## config.mk

```make
export PLATFORM = sky130hd
export DESIGN_NAME = mem_wr_port_arbiter
export DESIGN_NICKNAME = d
export VERILOG_FILES = /design/src/rtl/mem_wr_port_arbiter_pkg.sv /design/src/rtl/mem_wr_port_arbiter_rr_pick.sv /design/src/rtl/mem_wr_port_arbiter.sv
export SDC_FILE = /design/constraint.sdc
export NUM_CORES = 1
export LEC_CHECK = 0
export BUFFER_PORTS_ARGS = -buffer_cell sky130_fd_sc_hd__buf_2
export CAP_MARGIN = 20
export CORE_MARGIN = 10
export CORE_UTILIZATION = 41
export DETAILED_ROUTE_END_ITERATION = 16
export PLACE_DENSITY = 0.77
export SYNTH_ARGS = -nofsm -noshare
export SYNTH_HDL_FRONTEND = slang
export SYNTH_HIERARCHICAL = 1
export SYNTH_SLANG_ARGS = --single-unit
```

## constraint.sdc

```tcl
create_clock -name clk -period 1.6 [get_ports clk]
set_clock_uncertainty 0.1 [all_clocks]
set_input_delay 0.08 -clock clk [delete_from_list [all_inputs] [get_ports clk]]
set_output_delay 0.08 -clock clk [all_outputs]
set_load 0.1 [all_outputs]
```

## src/rtl/mem_wr_port_arbiter_pkg.sv

```systemverilog
// Shared widths, MCB command codes, arbiter state encoding and write payload type.
package mem_wr_port_arbiter_pkg;

  localparam int unsigned ADDR_W  = 30;
  localparam int unsigned DATA_W  = 32;
  localparam int unsigned MASK_W  = 4;
  localparam int unsigned INSTR_W = 3;
  localparam int unsigned BL_W    = 6;
  localparam int unsigned CNT_W   = 10;

  // MCB command opcodes; this port only ever issues writes.
  typedef enum logic [INSTR_W-1:0] {
    MEM_CMD_WRITE = 3'b000,
    MEM_CMD_READ  = 3'b001
  } mem_cmd_e;

  typedef enum logic [2:0] {
    ST_IDLE   = 3'd0,
    ST_PUSH_D = 3'd1,
    ST_PUSH_C = 3'd2,
    ST_DRAIN  = 3'd3,
    ST_DONE   = 3'd4
  } arb_state_e;

  // One client write as latched at grant time.
  typedef struct packed {
    logic [ADDR_W-1:0] addr;
    logic [DATA_W-1:0] data;
    logic [MASK_W-1:0] mask;
  } wr_payload_t;

endpackage

```

## src/rtl/mem_wr_port_arbiter_rr_pick.sv

```systemverilog
// Round-robin picker: first set request searching upward from last+1, wrapping.
module mem_wr_port_arbiter_rr_pick #(
  parameter int unsigned NUM_REQ = 2,
  parameter int unsigned IDX_W   = 1
) (
  input  logic [NUM_REQ-1:0] req_i,
  input  logic [IDX_W-1:0]   last_i,
  output logic               valid_o,
  output logic [IDX_W-1:0]   grant_o
);

  // Walk offsets from farthest to nearest so the nearest set request wins.
  always_comb begin
    int unsigned cand;
    valid_o = 1'b0;
    grant_o = '0;
    cand    = 0;
    for (int unsigned k = NUM_REQ; k > 0; k--) begin
      cand = 32'(last_i) + k;
      if (cand >= NUM_REQ) begin
        cand = cand - NUM_REQ;
      end
      if (req_i[IDX_W'(cand)]) begin
        valid_o = 1'b1;
        grant_o = IDX_W'(cand);
      end
    end
  end

endmodule

```

## src/rtl/mem_wr_port_arbiter.sv

```systemverilog
// Shares one MCB write-only port among NUM_REQ single-word write clients.
// Each grant pushes the data word, then the command, waits for both MCB
// FIFOs to drain (or times out), then pulses the granted client's done.
module mem_wr_port_arbiter
  import mem_wr_port_arbiter_pkg::*;
#(
  parameter int unsigned NUM_REQ = 2,
  parameter int unsigned TIMEOUT = 1023  // must fit the 10-bit drain counter
) (
  input  logic                      clk,
  input  logic                      rst_n,
  input  logic                      calib_done,
  input  logic [NUM_REQ-1:0]        req,
  input  logic [ADDR_W*NUM_REQ-1:0] req_addr,
  input  logic [DATA_W*NUM_REQ-1:0] req_data,
  input  logic [MASK_W*NUM_REQ-1:0] req_mask,
  output logic [NUM_REQ-1:0]        done,
  output logic                      err,
  output logic                      mem_cmd_en,
  output logic [INSTR_W-1:0]        mem_cmd_instr,
  output logic [BL_W-1:0]           mem_cmd_bl,
  output logic [ADDR_W-1:0]         mem_cmd_byte_addr,
  input  logic                      mem_cmd_empty,
  input  logic                      mem_cmd_full,
  output logic                      mem_wr_en,
  output logic [MASK_W-1:0]         mem_wr_mask,
  output logic [DATA_W-1:0]         mem_wr_data,
  input  logic                      mem_wr_empty,
  input  logic                      mem_wr_full,
  input  logic                      mem_wr_underrun,
  input  logic                      mem_wr_error
);

  localparam int unsigned IDX_W = $clog2(NUM_REQ);

  arb_state_e          state_q;
  logic [IDX_W-1:0]    last_q;
  logic [IDX_W-1:0]    grant_q;
  wr_payload_t         pay_q;
  logic [NUM_REQ-1:0]  done_q;
  logic                err_q;
  logic                wr_en_q;
  logic                cmd_en_q;
  logic [CNT_W-1:0]    cnt_q;

  logic                pick_valid;
  logic [IDX_W-1:0]    pick_idx;
  wr_payload_t         sel_pay_c;
  logic                drained_c;
  logic                timeout_c;

  mem_wr_port_arbiter_rr_pick #(
    .NUM_REQ (NUM_REQ),
    .IDX_W   (IDX_W)
  ) u_rr_pick (
    .req_i   (req),
    .last_i  (last_q),
    .valid_o (pick_valid),
    .grant_o (pick_idx)
  );

  // Mux out the payload of the client the picker selected.
  always_comb begin
    sel_pay_c = '0;
    for (int unsigned i = 0; i < NUM_REQ; i++) begin
      if (pick_idx == IDX_W'(i)) begin
        sel_pay_c.addr = req_addr[i*ADDR_W +: ADDR_W];
        sel_pay_c.data = req_data[i*DATA_W +: DATA_W];
        sel_pay_c.mask = req_mask[i*MASK_W +: MASK_W];
      end
    end
  end

  // The cycle cmd_en is high the MCB has not yet taken the command, so its
  // empty flag is stale; only trust the FIFO flags once the push has landed.
  always_comb begin
    drained_c = !cmd_en_q && mem_cmd_empty && mem_wr_empty;
    timeout_c = (state_q == ST_DRAIN) && !drained_c &&
                (cnt_q == CNT_W'(TIMEOUT - 1));
  end

  // Grant FSM with registered MCB strobes and done pulse.
  always_ff @(posedge clk or negedge rst_n) begin
    if (!rst_n) begin
      state_q  <= ST_IDLE;
      last_q   <= IDX_W'(NUM_REQ - 1);
      grant_q  <= '0;
      pay_q    <= '0;
      done_q   <= '0;
      wr_en_q  <= 1'b0;
      cmd_en_q <= 1'b0;
      cnt_q    <= '0;
    end else begin
      done_q   <= '0;
      wr_en_q  <= 1'b0;
      cmd_en_q <= 1'b0;
      case (state_q)
        ST_IDLE: begin
          if (calib_done && pick_valid) begin
            grant_q <= pick_idx;
            last_q  <= pick_idx;
            pay_q   <= sel_pay_c;
            state_q <= ST_PUSH_D;
          end
        end
        ST_PUSH_D: begin
          if (!mem_wr_full) begin
            wr_en_q <= 1'b1;
            state_q <= ST_PUSH_C;
          end
        end
        ST_PUSH_C: begin
          if (!mem_cmd_full) begin
            cmd_en_q <= 1'b1;
            cnt_q    <= '0;
            state_q  <= ST_DRAIN;
          end
        end
        ST_DRAIN: begin
          if (drained_c || timeout_c) begin
            done_q[grant_q] <= 1'b1;
            state_q         <= ST_DONE;
          end else begin
            cnt_q <= cnt_q + CNT_W'(1);
          end
        end
        ST_DONE: begin
          state_q <= ST_IDLE;
        end
        default: begin
          state_q <= ST_IDLE;
        end
      endcase
    end
  end

  // Sticky error: MCB write FIFO faults in any state, or a drain timeout.
  always_ff @(posedge clk or negedge rst_n) begin
    if (!rst_n) begin
      err_q <= 1'b0;
    end else if (mem_wr_underrun || mem_wr_error || timeout_c) begin
      err_q <= 1'b1;
    end
  end

  assign done              = done_q;
  assign err               = err_q;
  assign mem_cmd_en        = cmd_en_q;
  assign mem_cmd_instr     = INSTR_W'(MEM_CMD_WRITE);
  assign mem_cmd_bl        = '0;
  assign mem_cmd_byte_addr = pay_q.addr;
  assign mem_wr_en         = wr_en_q;
  assign mem_wr_mask       = pay_q.mask;
  assign mem_wr_data       = pay_q.data;

endmodule
```

==> summary.md <==
| Metric | Value |
|---|---|
| Run status | complete, but fails checks |
| Failing checks | setup timing |
| CTS Buf Count | 9 |
| Area of the multi-input gates | 2355 µm² |
| Max incr delay on CP | a little over 0.4 ns |
| Sequential-to-total area share from yosys stat | a little over half |
| RePlAce Congestion | between 0.8 and 0.9 |
| Post-Layout Inst Area | about 8000 µm² |
| Critical path fanouts, max | 9 |
| Cells after synthesis | just over 400 |
| Final worst-path cycle share | 105.8% |
| Final wirelength | between 20,000 and 25,000 µm |
| Synth Warn # | 6 |
| DRT Pass-1 Iters | 5 |
| # H-tree levels | 3 |
| Vias | between 4,000 and 5,000 |
| Final setup margin | -0.09244 ns |
| CTS Buffer Depth | 2 |
| Grt ovf | 0 |
| Hold slack | 0.09200 ns |
| Fin. max-slew vios | 0 |
| Initial Util | between 40% and 50% |
| CP endpoint | mem_cmd_byte_addr[11] |
| # setup viols final | between 60 and 70 |
| Distinct cells, synth | 35 |
| F_max | about 590 MHz |
| Clk slew on worst S/H paths | around 0.090 ns |
| R2R depth | 6 |
| Post-route insts no fill | between 900 and 1,000 |
| Slowest cell on crit path | dfrtp_1 |
| Clock tree from TritonCTS | done |
| Routed len/inst | 21.49 µm |
| Reg2reg start | state_q[2] |
| Crit path DAT | 1.83 ns |
| P_leak | between 3 and 4 nW |
| CP cell instances | buf_6 -> nor4_4 -> buf_6 -> buf_12 -> clkbuf_16 -> a21oi_2 |
| Critical path startpoint category | flip-flop |
| IO Pins | between 200 and 250 |
| Final Total Pwr | 17.76 mW |
| Die height | 120.0 µm |
| Drt drc | 0 |
| Yosys reg bits | 86 |
| FILL cells | between 400 and 500 |
| Layout cells sized above 1 | between 50% and 60% |
| Hold crit path type | input port to flip-flop |
| Beginning of the critical path | state_q[2] |
| WP buf/inv | 4 |
| Sequential cell area | ~2200 µm² |
| DP HPWL | between 9000 and 10,000 µm |
| Critical path's most frequent cell | buf_6 |
| Post-DP Area | 5532 µm² |
| Largest net degree at the start of global routing | 39 |
| Number of global-route vias before repair | 5,328 |
| Die area | around 14,000 µm² |
| Starting DRT DRC Count | between 200 and 300 |
| Clock sink count | between 80 and 90 |
| Tmin final | between 1.5 and 2 ns |
| TNS Setup | -3.008 ns |
| Post-Route Utilization | 83.74% |
| Syn_area_per_cell | roughly 10 µm² |
| Actual slew at the worst max-slew pin | 0.5199 ns |
| Via density | 5.283 |
| Die width | ~120 µm |
| R2R Setup Slk | -0.09 ns |
| Pwr dens | 2170 nW/µm² |
| R2R Path End | mem_cmd_byte_addr[11] |
| CP endpoint kind | flip-flop |
| Row Count | 36 |
| Crit Path Category | flip-flop to flip-flop |
| RSZ-0062 raised after global routing | true |
| Worst path depth | 6 |
| Input/output buffers | approximately 210 |
| First-pass GRT wire length | 27,340 µm |
| Nets@finish | about 940 |
| DRT antenna net count | 0 |
| Area delta synth->final | 99.82% |
| Core area | between 9000 and 10,000 µm² |
| Req. time, crit path | about 1.7 ns |
| Worst IR Drop VDD | approximately 1600 µV |
| Initial antenna violation count | 7 |
| Synth Cell Area | between 4000 and 5000 µm² |
| Final Hold Viols | 0 |
| Crit path max-delay family | buffers and inverters |
| Total track usage | between 20% and 30% |
| Placed cells | 760 |
| Place WS | -0.1455 ns |
| Clk Latency, worst-skew pair | between 0.3 and 0.4 ns |
| Max_cap viols | 0 |
| Worst slew margin | 65.58% |
| Root buf cell | clkbuf_8 |
-- layout by cell type (no fill, tap or decap), types with 3 or more instances in the layout --
cell and n:
o21ai_2 3, a21oi_1 14, nand2_1 4, nor3_1 3
diode_2 8, nand3b_1 3, nor2_1 33, mux2i_1 68
o31a_1 3, inv_1 8, a21oi_4 5, a31oi_1 4
nor2_4 19, conb_1 9, clkbuf_16 8, clkbuf_8 11
or3_1 3, buf_12 7, buf_8 3, buf_2 212
nand3_1 8, dlygate4sd3_1 137, buf_6 10, a31oi_2 4
dfrtp_1 82, nor2_2 19, a21oi_2 50, buf_4 32
o21ai_1 3
-- how the worst min path moves through the flow --
stage | startpoint | to | slack [ns] | depth (start not counted)
2_1_floorplan | rst_n | cnt_q[0] | -0.32 | 0
3_3_place_gp | rst_n | mem_wr_data[8] | -0.03 | 1
3_5_place_dp | rst_n | mem_wr_data[8] | -0.02 | 1
4_1_cts | mem_wr_empty | state_q[2] | 0.07 | 4
5_1_grt | mem_wr_empty | state_q[2] | 0.09 | 4
6_report | mem_wr_empty | state_q[2] | 0.09 | 4
-- flip-flops by register name (all words and copies together) (netlist names) --
register,count
mem_wr_en,1
last_q,1
grant_q,1
state_q,3
done,2
mem_wr_data,32
cnt_q,10
mem_cmd_byte_addr,30
err,1
mem_wr_mask,4
mem_cmd_en,1
-- report_power, final --
| group | total (mW) | internal, mW | switching (mW) |
|---|---|---|---|
| clock | 1.76 | 0.962 | 0.794 |
| sequential | 3.97 | 3.16 | 0.808 |
| combinational | 12.0 | 3.00 | 9.04 |
| total | 17.8 | 7.12 | 10.6 |
-- cells in the mapped netlist --
master | instances | area share (%)
conb_1 | 1 | 0.092
o22ai_1 | 1 | 0.15
and2_1 | 2 | 0.31
a21oi_1 | 69 | 8.4
o21ai_2 | 1 | 0.21
dfrtp_1 | 85 | 52
nor3_2 | 1 | 0.24
nand3b_1 | 3 | 0.55
buf_4 | 9 | 1.6
o211ai_1 | 1 | 0.18
o31a_1 | 3 | 0.64
or3_1 | 5 | 0.76
a31oi_1 | 9 | 1.4
mux2i_1 | 68 | 17
a22o_1 | 1 | 0.21
nor2b_1 | 1 | 0.15
clkbuf_1 | 14 | 1.3
nor2_1 | 71 | 6.5
nor3_1 | 3 | 0.37
or2_1 | 1 | 0.15
nand3_2 | 1 | 0.24
nand2b_1 | 1 | 0.15
nand4_1 | 1 | 0.15
buf_2 | 13 | 1.6
nand2_1 | 6 | 0.55
nor4b_1 | 2 | 0.43
nand3_1 | 10 | 1.2
dfstp_2 | 1 | 0.64
nor4_4 | 1 | 0.52
a21boi_1 | 1 | 0.18
o31ai_1 | 1 | 0.18
ha_1 | 2 | 0.61
inv_1 | 9 | 0.82
o21ai_0 | 6 | 0.73
and3_1 | 1 | 0.15
-- worst register-to-register path, cell delays in order (launching register included) --
cell and delay [ns]:
dfrtp_1 0.41, buf_6 0.14, nor4_4 0.31, buf_6 0.24
buf_12 0.16, clkbuf_16 0.16, a21oi_2 0.07
-- per-layer routing --
metal	vias to the layer above	routed length, µm	GRT usage, %	part of all wire [%]
met5	-	0	0	0
met2	282	10380	41.16	51
met3	80	1524	6.845	7.5
li1	2194	-	-	-
met4	0	1059	13.12	5.2
met1	2436	7344	24.31	36
-- timing repair --
item	in CTS	in global routing
resized for setup	28	144
endpoints found under the setup margin	59	81
hold buffers	137	0
setup buffers	4	7
pin swaps	8	4
gates cloned	2	11
hold endpoints to repair	115	0
-- cell type report --
type	instances	area share [%]
repair buffers	411	39.41
inverters	9	0.4127
clock inverters	4	0.8560
clock buffers	12	1.895
diodes	8	0.2446
well taps	133	2.033
multi-input cells	282	28.77
flip-flops and latches	86	26.38
-- cells by family (layout without fill, tap and decap cells) --
group,count (synthesis),after routing,synth area share [%]
buf+inv,45,436,5.345
flops,86,86,52.57
simple gates,110,110,12.46
compound gates,93,93,12.31
mux,68,68,16.62
other cells,1,17,0.09154
fa+ha+maj,2,2,0.6108
Power figures use the tool's default switching activity.
